<file path="src/rtl/ex_div_if.sv">
// Handshake and data bundle between the EX stage control and the iterative divider.
interface ex_div_if;
    logic        flush;
    logic        stall_dcache;
    logic        div_en;
    logic [1:0]  div_op;
    logic [31:0] src1;
    logic [31:0] src2;
    logic [31:0] div_result;
    logic        stall_ex;
    logic        stall_ex_buf;

    modport master (
        output flush, stall_dcache, div_en, div_op, src1, src2,
        input  div_result, stall_ex, stall_ex_buf
    );

    modport slave (
        input  flush, stall_dcache, div_en, div_op, src1, src2,
        output div_result, stall_ex, stall_ex_buf
    );
endinterface

</file>
<file path="src/rtl/ex_div_unit.sv">
// Iterative 32-bit restoring divider for div.w/mod.w/div.wu/mod.wu in the EX stage.
// Holds the pipeline via stall_ex for the 33 cycles a division is in flight.
module ex_div_unit (
    input  logic clk,
    input  logic rstn,
    ex_div_if.slave div_if
);

    typedef enum logic [1:0] {StIdle, StBusy, StDone} state_e;

    state_e      state_q, state_d;
    logic [4:0]  count_q, count_d;
    logic [31:0] rem_q, rem_d;
    logic [31:0] quo_q, quo_d;
    logic [31:0] dvsr_q, dvsr_d;
    logic [31:0] src1_q, src1_d;
    logic [1:0]  op_q, op_d;
    logic        s1_q, s1_d;
    logic        s2_q, s2_d;
    logic        zero_q, zero_d;
    logic [31:0] res_q;
    logic        stall_buf_q;

    logic        signed_in;
    logic [31:0] abs1, abs2;
    logic [32:0] trial;
    logic        q_neg, r_neg;
    logic [31:0] res_c;
    logic        stall_ex;

    assign signed_in = ~div_if.div_op[1];
    assign abs1      = (signed_in && div_if.src1[31]) ? -div_if.src1 : div_if.src1;
    assign abs2      = (signed_in && div_if.src2[31]) ? -div_if.src2 : div_if.src2;
    // Dividend shifts out of quo MSB-first while quotient bits shift in at the bottom.
    assign trial     = {rem_q, quo_q[31]} - {1'b0, dvsr_q};

    always_comb begin
        state_d = state_q;
        count_d = count_q;
        rem_d   = rem_q;
        quo_d   = quo_q;
        dvsr_d  = dvsr_q;
        src1_d  = src1_q;
        op_d    = op_q;
        s1_d    = s1_q;
        s2_d    = s2_q;
        zero_d  = zero_q;
        unique case (state_q)
            StIdle: begin
                if (div_if.div_en && !div_if.flush) begin
                    quo_d   = abs1;
                    rem_d   = '0;
                    dvsr_d  = abs2;
                    src1_d  = div_if.src1;
                    op_d    = div_if.div_op;
                    s1_d    = div_if.src1[31];
                    s2_d    = div_if.src2[31];
                    zero_d  = (div_if.src2 == 32'd0);
                    count_d = '0;
                    state_d = StBusy;
                end
            end
            StBusy: begin
                if (!trial[32]) begin
                    rem_d = trial[31:0];
                    quo_d = {quo_q[30:0], 1'b1};
                end else begin
                    rem_d = {rem_q[30:0], quo_q[31]};
                    quo_d = {quo_q[30:0], 1'b0};
                end
                count_d = count_q + 5'd1;
                if (count_q == 5'd31) begin
                    state_d = StDone;
                end
            end
            StDone: begin
                if (!div_if.stall_dcache) begin
                    state_d = StIdle;
                end
            end
            default: state_d = StIdle;
        endcase
        if (div_if.flush) begin
            state_d = StIdle;
        end
    end

    always_comb begin
        q_neg = ~op_q[1] & (s1_q ^ s2_q);
        r_neg = ~op_q[1] & s1_q;
        res_c = '0;
        if (zero_q) begin
            res_c = op_q[0] ? src1_q : 32'hFFFF_FFFF;
        end else if (op_q[0]) begin
            res_c = r_neg ? -rem_q : rem_q;
        end else begin
            res_c = q_neg ? -quo_q : quo_q;
        end
    end

    assign stall_ex = ~div_if.flush &
                      (((state_q == StIdle) && div_if.div_en) || (state_q == StBusy));

    always_ff @(posedge clk) begin
        if (!rstn) begin
            state_q     <= StIdle;
            count_q     <= '0;
            rem_q       <= '0;
            quo_q       <= '0;
            dvsr_q      <= '0;
            src1_q      <= '0;
            op_q        <= '0;
            s1_q        <= 1'b0;
            s2_q        <= 1'b0;
            zero_q      <= 1'b0;
            res_q       <= '0;
            stall_buf_q <= 1'b0;
        end else begin
            state_q     <= state_d;
            count_q     <= count_d;
            rem_q       <= rem_d;
            quo_q       <= quo_d;
            dvsr_q      <= dvsr_d;
            src1_q      <= src1_d;
            op_q        <= op_d;
            s1_q        <= s1_d;
            s2_q        <= s2_d;
            zero_q      <= zero_d;
            stall_buf_q <= stall_ex;
            if (state_q == StDone) begin
                res_q <= res_c;
            end
        end
    end

    assign div_if.div_result   = (state_q == StDone) ? res_c : res_q;
    assign div_if.stall_ex     = stall_ex;
    assign div_if.stall_ex_buf = stall_buf_q;

endmodule

</file>
<file path="src/flat_wrapper.sv">
// flat-port wrapper written by rule: the top's interface ports become plain ports
module ex_div_unit_flat 
  (clk, rstn, div_if_flush, div_if_stall_dcache, div_if_div_en, div_if_div_op, div_if_src1, div_if_src2, div_if_div_result, div_if_stall_ex, div_if_stall_ex_buf);
  ex_div_if div_if_i ();
  input  logic clk;
  input  logic rstn;
  input wire logic [$bits(div_if_i.flush)-1:0] div_if_flush;
  input wire logic [$bits(div_if_i.stall_dcache)-1:0] div_if_stall_dcache;
  input wire logic [$bits(div_if_i.div_en)-1:0] div_if_div_en;
  input wire logic [$bits(div_if_i.div_op)-1:0] div_if_div_op;
  input wire logic [$bits(div_if_i.src1)-1:0] div_if_src1;
  input wire logic [$bits(div_if_i.src2)-1:0] div_if_src2;
  output wire logic [$bits(div_if_i.div_result)-1:0] div_if_div_result;
  output wire logic [$bits(div_if_i.stall_ex)-1:0] div_if_stall_ex;
  output wire logic [$bits(div_if_i.stall_ex_buf)-1:0] div_if_stall_ex_buf;
  assign div_if_i.flush = div_if_flush;
  assign div_if_i.stall_dcache = div_if_stall_dcache;
  assign div_if_i.div_en = div_if_div_en;
  assign div_if_i.div_op = div_if_div_op;
  assign div_if_i.src1 = div_if_src1;
  assign div_if_i.src2 = div_if_src2;
  assign div_if_div_result = div_if_i.div_result;
  assign div_if_stall_ex = div_if_i.stall_ex;
  assign div_if_stall_ex_buf = div_if_i.stall_ex_buf;
  ex_div_unit u_core (.clk(clk), .rstn(rstn), .div_if(div_if_i));
endmodule
</file>
<file path="config.mk">
export PLATFORM = sky130hd
export DESIGN_NAME = ex_div_unit_flat
export DESIGN_NICKNAME = d
export VERILOG_FILES = /design/src/rtl/ex_div_if.sv /design/src/rtl/ex_div_unit.sv /design/src/flat_wrapper.sv
export SDC_FILE = /design/constraint.sdc
export NUM_CORES = 1
export LEC_CHECK = 0
export CAP_MARGIN = 20
export CORE_AREA = 2 2 169 171
export DETAILED_ROUTE_END_ITERATION = 8
export DIE_AREA = 0 0 171 173
export PLACE_DENSITY = 0.65
export SKIP_CTS_REPAIR_TIMING = 1
export SKIP_LAST_GASP = 1
export SLEW_MARGIN = 20
export SYNTH_ARGS = -nofsm -noshare
export SYNTH_HDL_FRONTEND = slang
export SYNTH_SLANG_ARGS = --single-unit
</file>
<file path="constraint.sdc">
create_clock -name clk -period 3.3 [get_ports clk]
set_input_delay 0.495 -clock clk [delete_from_list [all_inputs] [get_ports clk]]
set_output_delay 0.495 -clock clk [all_outputs]
set_load 0.01 [all_outputs]
</file>
==> out/qor.txt, run 1 <==
H-tree depth -> 4
GRT Overall Usage -> 0.2299
Global-route wire length before repair -> 55.57 mm
Post-placement cell area -> 13930 sq um
Yosys reg bits -> 172
Synthesized cell area -> 11740 sq um
Final TNS setup -> -2585 ps
Final nets -> 1860
Yosys warns -> 0
Starting Density -> 0.4248
RSZ-0062 raised after global routing -> yes
Site Rows -> 61
IO Pins -> 105
Largest net degree at the start of global routing -> 144
CTS clk-pin slew, worst paths -> 70 ps
Die area -> 29580 sq um
Max Cap Viol -> 0
Num CTS Buffers -> 17
Initial DRT Pass Iterations -> 6
GPL Wtd Cong -> 0.9071
Failing checks -> negative setup slack
HPWL after detailed placement -> 25.03 mm
Required @ worst endpoint -> 2800 ps
TritonCTS clock tree -> done
Maximum fanout along the worst path -> 5
Tot Pwr -> 5.739 mW
Post-route cell area -> 14820 sq um
Final Max Tran Viols -> 0
Most common cell after layout, fill and taps aside -> nand2_1
DIE WIDTH -> 171 um
Hold Vio Cnt, Final -> 0
Longest Clk Path Bufs -> 2
Mean Syn Cell Area -> 7.396 sq um
Leak -> 6.442 nW
Layout cell share with drive strength beyond 1 -> 0.1441
Pwr dens -> 387.4 nW/um^2
Dpl cells -> 2098
Final Skew -> 10.83 ps
Worst Tran Pin Value -> 749.3 ps
Highest-count cells in the layout ignoring fill and taps -> nand2_1, dfxtp_1, buf_4
Worst Path Class, Setup -> register to output port
Post-route minimum period -> 3645 ps
Via/cell ratio -> 5.475
Initial antenna violation count -> 0
EDFF count, synth -> 0
Vias in the first global route -> 10899
Fmax -> 274.4 MHz
Largest area contributor in the netlist -> dfxtp_1
Status -> finished with violations
Drt drc -> 0
Worst Setup End Kind -> output port
CTS root buffer -> clkbuf_16
Min-Delay Path Class -> register to register
CORE AREA -> 27630 sq um
Final Setup Violations -> 13
Post-route clock period utilization -> 1.104
Clk sink count -> 172
Setup ws final -> -344.8 ps
Iteration-0 DRC Markers -> 1177
Routed Antenna Nets -> 0
Worst-skew pair later-pin latency -> 430 ps
Worst relative slew slack -> 0.5005
Primary FF master, synth -> dfxtp_1
Seq/Total Area, Yosys -> 0.2934
Area delta synth->final -> 26.22%
IO Port Bufs -> 104
Synth top area share -> 0.2934
GRT overflow -> 0
Avg WL per Cell -> 16.30 um
Antenna Diode Count -> 0
Via count -> 11723
Die H -> 173 um
Worst IR Drop VDD -> 0.0003568 V
Startpoint types -> register
Synth cell types -> 64
Synth Net Count -> 1697
Layout Cells excl Fill -> 2141
Mapped Cells -> 1587
Crit path DAT -> 3150 ps
Total routed wirelength -> 34.89 mm
Async S/R FF share, synth -> 0
Synth area leaders -> dfxtp_1, nand2_1, o21ai_0
layer usage:
layer	global-route usage	vias to the layer above	wire length, um
met2	0.3611	383	15620
met5	0	-	0
met3	0.03273	47	2071
met1	0.3263	5378	16440
li1	-	5915	-
met4	0.06638	0	750
kinds of logic after synthesis:
logic type	Yosys count	synth area share
simple gates	581	0.2344
compound gates	494	0.2708
flops	172	0.2934
buf+inv	156	0.05021
xor+xnor	137	0.1022
fa+ha+maj	39	0.04221
mux	8	0.006823
report_power, final:
group	total [mW]	leakage, nW	internal [mW]	switching, mW
Sequential	2.21	1.40	2.16	0.0515
Clock	1.97	0.269	1.09	0.886
Combinational	1.56	4.77	0.703	0.857
Total	5.74	6.44	3.94	1.80
worst max-delay path, cell delays in order (launching register included):
cell     delay [ps]
dfxtp_1         310
or4_4           530
or3_4           340
or4_4           490
o41ai_4         260
xnor2_1         160
nor2_1           60
a21oi_1         170
o22ai_2         110
o21ai_2         140
buf_2           140
synthesized netlist by cell type (6+ instances only):
library cell / n
a31oi_1: 15
nor3_1: 36
nor4_1: 11
nand3_1: 11
and2_1: 68
dfxtp_1: 172
o31ai_1: 11
o41ai_1: 8
o22ai_1: 22
xnor2_1: 70
nand2_1: 245
nand2b_1: 16
a211oi_1: 10
o211a_1: 21
a21oi_1: 119
clkbuf_1: 101
ha_1: 38
a21boi_0: 41
o21ai_1: 8
a32oi_1: 6
or3_1: 7
o211ai_1: 6
and3_1: 8
nand4_1: 12
nor2b_1: 13
nor2_1: 115
inv_1: 48
o21a_1: 14
a22oi_1: 30
a21o_1: 20
o311a_1: 8
mux2i_1: 8
xor2_1: 67
o21ai_0: 130
nand3b_1: 7
or4_1: 10
state kept, by name, summed over array words and instances (netlist names), 2 cells and up:
| signal | cells |
|---|---|
| u_core.count_q | 5 |
| u_core.dvsr_q | 32 |
| u_core.op_q | 2 |
| u_core.quo_q | 32 |
| u_core.rem_q | 32 |
| u_core.res_q | 32 |
| u_core.src1_q | 31 |
| u_core.state_q | 2 |
layout make-up:
type	count	area, sq um
clock inverters	12	113.9
fillers	2660	12810
clock buffers	20	456.7
repair buffers	252	2186
inverters	48	180.2
multi-input cells	1259	7956
flip-flops and latches	172	3450
well taps	378	473.0
final timing paths:
| check | start | endpoint | slack, ps | cells after the start |
|---|---|---|---|---|
| setup / recovery | u_core.quo_q[15]$_SDFFE_PN0P_ | div_if_div_result[25] | -340 | 10 |
| hold / removal | u_core.src1_q[18]$_SDFFE_PN0P_ | u_core.src1_q[18]$_SDFFE_PN0P_ | 470 | 2 |
| setup reg to reg | u_core.rem_q[0]$_SDFFE_PN0P_ | u_core.rem_q[10]$_SDFFE_PN0P_ | 190 | 15 |
| hold reg to reg | u_core.src1_q[18]$_SDFFE_PN0P_ | u_core.src1_q[18]$_SDFFE_PN0P_ | 470 | 2 |
through the flow:
stage | hold WS [ps] | utilization | setup WS, ps
2_1_floorplan | 438.2 | - | 192.2
3_3_place_gp | 446.8 | 0.5043 | -349.3
3_5_place_dp | 457.2 | 0.5043 | -379.1
4_1_cts | 468.5 | 0.5250 | -851.2
5_1_grt | 482.7 | 0.5362 | -493.2
6_report | 467.2 | 0.5362 | -344.8
Power figures use the tool's default switching activity.
==> run 2: changes to the inputs <==
--- a/config.mk
+++ b/config.mk
@@ -9,7 +9,7 @@
 export CORE_AREA = 2 2 169 171
 export DETAILED_ROUTE_END_ITERATION = 8
 export DIE_AREA = 0 0 171 173
-export PLACE_DENSITY = 0.65
+export PLACE_DENSITY = 0.69
 export SKIP_CTS_REPAIR_TIMING = 1
 export SKIP_LAST_GASP = 1
 export SLEW_MARGIN = 20
==> run 2 against run 1 <==
Against the previous run:
- the run still ends with negative setup slack left
- total power rose by 1.6%
- non-clock buffer count is 2 lower
- cell count about the same
- largest power group unchanged
- combinational power barely moved
- critical path depth unchanged
- global-route usage increased by 0.20 points
- clock power grew 4%
- clock skew increased by 6.1 ps
- sequential cell count stayed put
- count of clock-buffer cells in the layout is 1 lower
- register-to-register slack better by 80 ps
- first-iteration DRC count decreased by 12%
==> out/qor.txt, run 2 (synthesis results as in run 1) <==
Die H -> 173 um (unchanged)
Die area -> 29580 sq um (unchanged)
Initial DRT Pass Iterations -> 6 (unchanged)
Post-Route Utilization -> 0.5387 (+0.002490)
Drt drc -> 0 (unchanged)
Fmax -> 269.9 MHz (-1.6%)
Status -> finished with violations
Via/cell ratio -> 5.547 (+1.3%)
Required @ worst endpoint -> 2800 ps (about the same)
Routed Antenna Nets -> 0 (unchanged)
Worst IR Drop VDD -> 0.0003538 V (-0.83%)
Post-placement cell area -> 13960 sq um (+0.18%)
DIE WIDTH -> 171 um (unchanged)
Avg WL per Cell -> 16.37 um (+0.43%)
Layout fillers -> 2635 (-0.94%)
Post-route clock period utilization -> 1.123 (+0.01820)
Iteration-0 DRC Markers -> 1031 (-12%)
Max Cap Viol -> 0 (unchanged)
Post-route minimum period -> 3705 ps (+60.06 ps)
Num CTS Buffers -> 17 (unchanged)
Min-Delay Path Class -> register to register
GRT overflow -> 0 (unchanged)
Tot Pwr -> 5.833 mW (+1.6%)
Global-route wire length before repair -> 56.02 mm (+0.82%)
HPWL after detailed placement -> 25.61 mm (+2.3%)
Final Skew -> 16.88 ps (+6.051 ps)
IO Pins -> 105 (unchanged)
Worst Setup End Kind -> output port
Hold Vio Cnt, Final -> 0 (unchanged)
Most common cell after layout, fill and taps aside -> nand2_1
Worst-skew pair later-pin latency -> 440 ps (about the same)
Largest net degree at the start of global routing -> 82 (-43%)
GPL Wtd Cong -> 0.8500 (-6.3%)
Vias in the first global route -> 11075 (+1.6%)
Crit path DAT -> 3210 ps (+60 ps)
Longest Clk Path Bufs -> 2 (unchanged)
GRT Overall Usage -> 0.2319 (+0.001995)
Hold Slack -> 460.5 ps (-6.731 ps)
Failing checks -> negative setup slack
Layout cell share with drive strength beyond 1 -> 0.1528 (+0.008682)
TritonCTS clock tree -> done
Worst relative slew slack -> 0.5615 (+0.06106)
CORE AREA -> 27630 sq um (unchanged)
Layout Cells excl Fill -> 2139 (-0.093%)
Maximum fanout along the worst path -> 4 (-1)
Total routed wirelength -> 35.01 mm (+0.34%)
Antenna Diode Count -> 0 (unchanged)
Post-route cell area -> 14880 sq um (+0.46%)
Starting Density -> 0.4248 (unchanged)
Highest-count cells in the layout ignoring fill and taps -> nand2_1, dfxtp_1, buf_4
Setup ws final -> -404.8 ps (-60.06 ps)
Area delta synth->final -> 26.81%
Worst Tran Pin Value -> 657.7 ps (-91.58 ps)
Final nets -> 1858 (-0.11%)
Worst Path Class, Setup -> register to output port
Dpl cells -> 2098 (unchanged)
Final Setup Violations -> 14 (+1)
Clk sink count -> 172 (unchanged)
IO Port Bufs -> 104 (unchanged)
Leak -> 6.467 nW (+0.39%)
Final Max Tran Viols -> 0 (unchanged)
Via count -> 11866 (+1.2%)
CTS clk-pin slew, worst paths -> 70 ps (about the same)
Initial antenna violation count -> 0 (unchanged)
Startpoint types -> register
RSZ-0062 raised after global routing -> yes
Site Rows -> 61 (unchanged)
H-tree depth -> 4 (unchanged)
Pwr dens -> 391.9 nW/um^2 (+1.2%)
CTS root buffer -> clkbuf_16
-- run 2: per-layer routing --
metal | up-vias | share of wire | track usage
met5 | - | 0 | 0
met4 | 0 | 0.017 | 0.06285
met3 | 50 | 0.052 | 0.02792
met2 | 372 | 0.45 | 0.3636
met1 | 5546 | 0.48 | 0.3344
li1 | 5898 | - | -
-- run 2: final timing paths --
| check | startpoint | to | slack, ps | cells after the start |
|---|---|---|---|---|
| hold / removal | u_core.src1_q[21]$_SDFFE_PN0P_ | u_core.src1_q[21]$_SDFFE_PN0P_ | 460 | 2 |
| setup reg to reg | u_core.quo_q[31]$_SDFFE_PN0P_ | u_core.rem_q[1]$_SDFFE_PN0P_ | 270 | 15 |
| hold reg to reg | u_core.src1_q[21]$_SDFFE_PN0P_ | u_core.src1_q[21]$_SDFFE_PN0P_ | 460 | 2 |
| setup / recovery | u_core.quo_q[18]$_SDFFE_PN0P_ | div_if_div_result[31] | -400 | 10 |
-- run 2: power by group --
part	switching (mW)	total (mW)	internal (mW)	leakage (nW)
registers	0.0591	2.21	2.16	1.40
logic	0.861	1.57	0.709	4.78
clock network	0.915	2.05	1.13	0.280
total	1.84	5.83	4.00	6.47
-- run 2: worst max-delay path, stage by stage, from the launching register on --
cell and delay (ps):
dfxtp_2 320, or4_4 540, or3_4 340, or4_4 470, buf_4 170, o41ai_4 220, xnor2_1 160, nor2_1 50
a211oi_1 200, o21ai_1 110, dlymetal6s2s_1 190
-- run 2: cell type report --
type                    count  area (sq um)  share of cell area
flip-flops and latches    172          3452              0.2319
well taps                 378         473.0             0.03178
clock inverters            13         153.9             0.01034
repair buffers            250          2176              0.1462
clock buffers              19         432.9             0.02909
inverters                  48         180.2             0.01210
multi-input cells        1259          8016              0.5386
-- run 2: metrics by stage --
step	setup slack [ps]	setup TNS (ps)
4_1_cts	-840.1	-14060
2_1_floorplan	192.2	0
3_3_place_gp	-367.6	-2249
3_5_place_dp	-364.3	-2711
5_1_grt	-509.8	-4077
6_report	-404.8	-2078
==> run 3: changes to the inputs <==
--- a/config.mk
+++ b/config.mk
@@ -9,7 +9,7 @@
 export CORE_AREA = 2 2 169 171
 export DETAILED_ROUTE_END_ITERATION = 8
 export DIE_AREA = 0 0 171 173
-export PLACE_DENSITY = 0.69
+export PLACE_DENSITY = 0.71
 export SKIP_CTS_REPAIR_TIMING = 1
 export SKIP_LAST_GASP = 1
 export SLEW_MARGIN = 20
==> constraint.sdc (replaced) <==
create_clock -name clk -period 3 [get_ports clk]
set_input_delay 0.45 -clock clk [delete_from_list [all_inputs] [get_ports clk]]
set_output_delay 0.45 -clock clk [all_outputs]
set_load 0.01 [all_outputs]
==> run 3 against run 2 <==
Against the previous run:
- the flow still finishes with violations (negative setup slack)
- critical endpoint is now div_if_div_result[27]
- total power grew 9.9%
- largest power group unchanged
- critical path type unchanged
- routed wire length grew 5.3%
- cell area grew 5.1%
- first-iteration DRC count grew 20%
==> out/qor.txt, run 3 (synthesis results as in run 1) <==
Worst relative slew slack -> 0.5241 (-0.03749)
Post-route clock period utilization -> 1.247
CTS root buffer -> clkbuf_16
Worst Hold Depth -> 2 (unchanged)
Starting Density -> 0.4248 (unchanged)
GPL Wtd Cong -> 0.9434 (+11%)
Final Setup Violations -> 54 (+40)
Antenna Diode Count -> 0 (unchanged)
Final TNS setup -> -10030 ps (-7955 ps)
IO Port Bufs -> 104 (unchanged)
Final Skew -> 11.83 ps (-5.053 ps)
Leak -> 6.826 nW (+5.6%)
Avg WL per Cell -> 16.90 um (+3.2%)
GRT Overall Usage -> 0.2319 (about the same)
Worst Path Class, Setup -> register to output port
Highest-count cells in the layout ignoring fill and taps -> nand2_1, buf_4, dfxtp_1
Tot Pwr -> 6.408 mW (+9.9%)
Min-Delay Path Class -> register to register
Clk sink count -> 172 (unchanged)
Global-route wire length before repair -> 56.35 mm (+0.58%)
Post-route minimum period -> 3742 ps
Via count -> 12205 (+2.9%)
Iteration-0 DRC Markers -> 1239 (+20%)
TritonCTS clock tree -> done
IO Pins -> 105 (unchanged)
Min-delay src -> u_core.src1_q[14]$_SDFFE_PN0P_
Layout Cells excl Fill -> 2182 (+2.0%)
Layout fillers -> 2481 (-5.8%)
Startpoint types -> register
Reg-to-Reg Start -> u_core.quo_q[31]$_SDFFE_PN0P_
Final Max Tran Viols -> 0 (unchanged)
Number of cells on the worst reg-to-reg path -> 14 (-1)
RSZ-0062 raised after global routing -> yes
Final nets -> 1903 (+2.4%)
GRT overflow -> 0 (unchanged)
Longest Clk Path Bufs -> 2 (unchanged)
Setup ws final -> -742.0 ps (-337.2 ps)
Drt drc -> 0 (unchanged)
Fmax -> 267.2 MHz
Num CTS Buffers -> 17 (unchanged)
HPWL after detailed placement -> 25.50 mm (-0.44%)
Worst-skew pair later-pin latency -> 430 ps (about the same)
Required @ worst endpoint -> 2550 ps (-250 ps)
Max Cap Viol -> 0 (unchanged)
Initial antenna violation count -> 0 (unchanged)
RR Endpoint -> u_core.rem_q[9]$_SDFFE_PN0P_
Hold Vio Cnt, Final -> 0 (unchanged)
H-tree depth -> 4 (unchanged)
DIE WIDTH -> 171 um (unchanged)
Via/cell ratio -> 5.593 (+0.83%)
Worst Setup End Kind -> output port
Site Rows -> 61 (unchanged)
Hold Path End -> u_core.src1_q[14]$_SDFFE_PN0P_
Total routed wirelength -> 36.87 mm (+5.3%)
Routed Antenna Nets -> 0 (unchanged)
Die H -> 173 um (unchanged)
Worst Tran Pin Value -> 713.9 ps (+56.23 ps)
Crit path DAT -> 3290 ps (+80 ps)
Flop2flop setup slack -> -120 ps (-390 ps)
Initial DRT Pass Iterations -> 6 (unchanged)
Status -> finished with violations
Maximum fanout along the worst path -> 4 (unchanged)
Vias in the first global route -> 11378 (+2.7%)
Failing checks -> negative setup slack
Largest net degree at the start of global routing -> 92 (+12%)
Worst IR Drop VDD -> 0.0003924 V (+11%)
Dpl cells -> 2129 (+1.5%)
CORE AREA -> 27630 sq um (unchanged)
CTS clk-pin slew, worst paths -> 70 ps (about the same)
Most common cell after layout, fill and taps aside -> nand2_1
Layout cell share with drive strength beyond 1 -> 0.2051 (+0.05235)
Die area -> 29580 sq um (unchanged)
Pwr dens -> 409.5 nW/um^2 (+4.5%)
Area delta synth->final -> 33.31%
-- run 3: critical path, stage by stage, from the launching register on --
cell and delay (ps):
dfxtp_2 320, or4_4 530, or3_4 370, or4_4 590, buf_12 160, o21ai_2 140, xor2_1 160, nor2_1 50
a211oi_1 220, o21ai_1 120, dlymetal6s2s_1 190
-- run 3: routing by layer --
layer	routed length, um	part of all wire	global-route usage	vias up
met5	0	0	0	-
met4	1081	0.029	0.07274	0
met3	2290	0.062	0.02747	86
met2	16950	0.46	0.3748	445
met1	16540	0.45	0.3213	5682
li1	-	-	-	5992
-- run 3: power breakdown --
group	switching [mW]	leakage, nW	internal [mW]
clock network	0.976	0.255	1.08
registers	0.0520	1.40	2.37
logic	1.06	5.17	0.871
total	2.09	6.83	4.32
-- run 3: worst max-delay path by stage --
stage	start	endpoint	slack, ps
after CTS	u_core.quo_q[15]$_SDFFE_PN0P_	div_if_div_result[23]	-1070
after global routing	u_core.quo_q[15]$_SDFFE_PN0P_	div_if_div_result[31]	-820
after floorplan	u_core.quo_q[15]$_SDFFE_PN0P_	div_if_div_result[25]	-50
after detailed placement	u_core.quo_q[15]$_SDFFE_PN0P_	div_if_div_result[23]	-600
final	u_core.quo_q[15]$_SDFFE_PN0P_	div_if_div_result[27]	-740
after global placement	u_core.quo_q[15]$_SDFFE_PN0P_	div_if_div_result[23]	-600
-- run 3: per-stage QoR --
stage	util	worst slack [ps]	hold WS (ps)	area, sq um
floorplan	-	-52.62	438.2	11740
global placement	0.5141	-597.7	445.9	14200
detailed placement	0.5141	-600.8	454.7	14200
CTS	0.5333	-1066	463.7	14730
global route	0.5663	-819.8	483.5	15650
finish	0.5663	-742.0	464.5	15650
-- run 3: cell type report --
| class | instances | area [sq um] | area share |
|---|---|---|---|
| Timing Repair Buffer | 295 | 2645 | 0.1690 |
| Sequential cell | 172 | 3455 | 0.2208 |
| Clock buffer | 18 | 439.2 | 0.02807 |
| Multi-Input combinational cell | 1259 | 8366 | 0.5346 |
| Clock inverter | 12 | 90.09 | 0.005757 |
| Tap cell | 378 | 473.0 | 0.03023 |
| Inverter | 48 | 180.2 | 0.01151 |
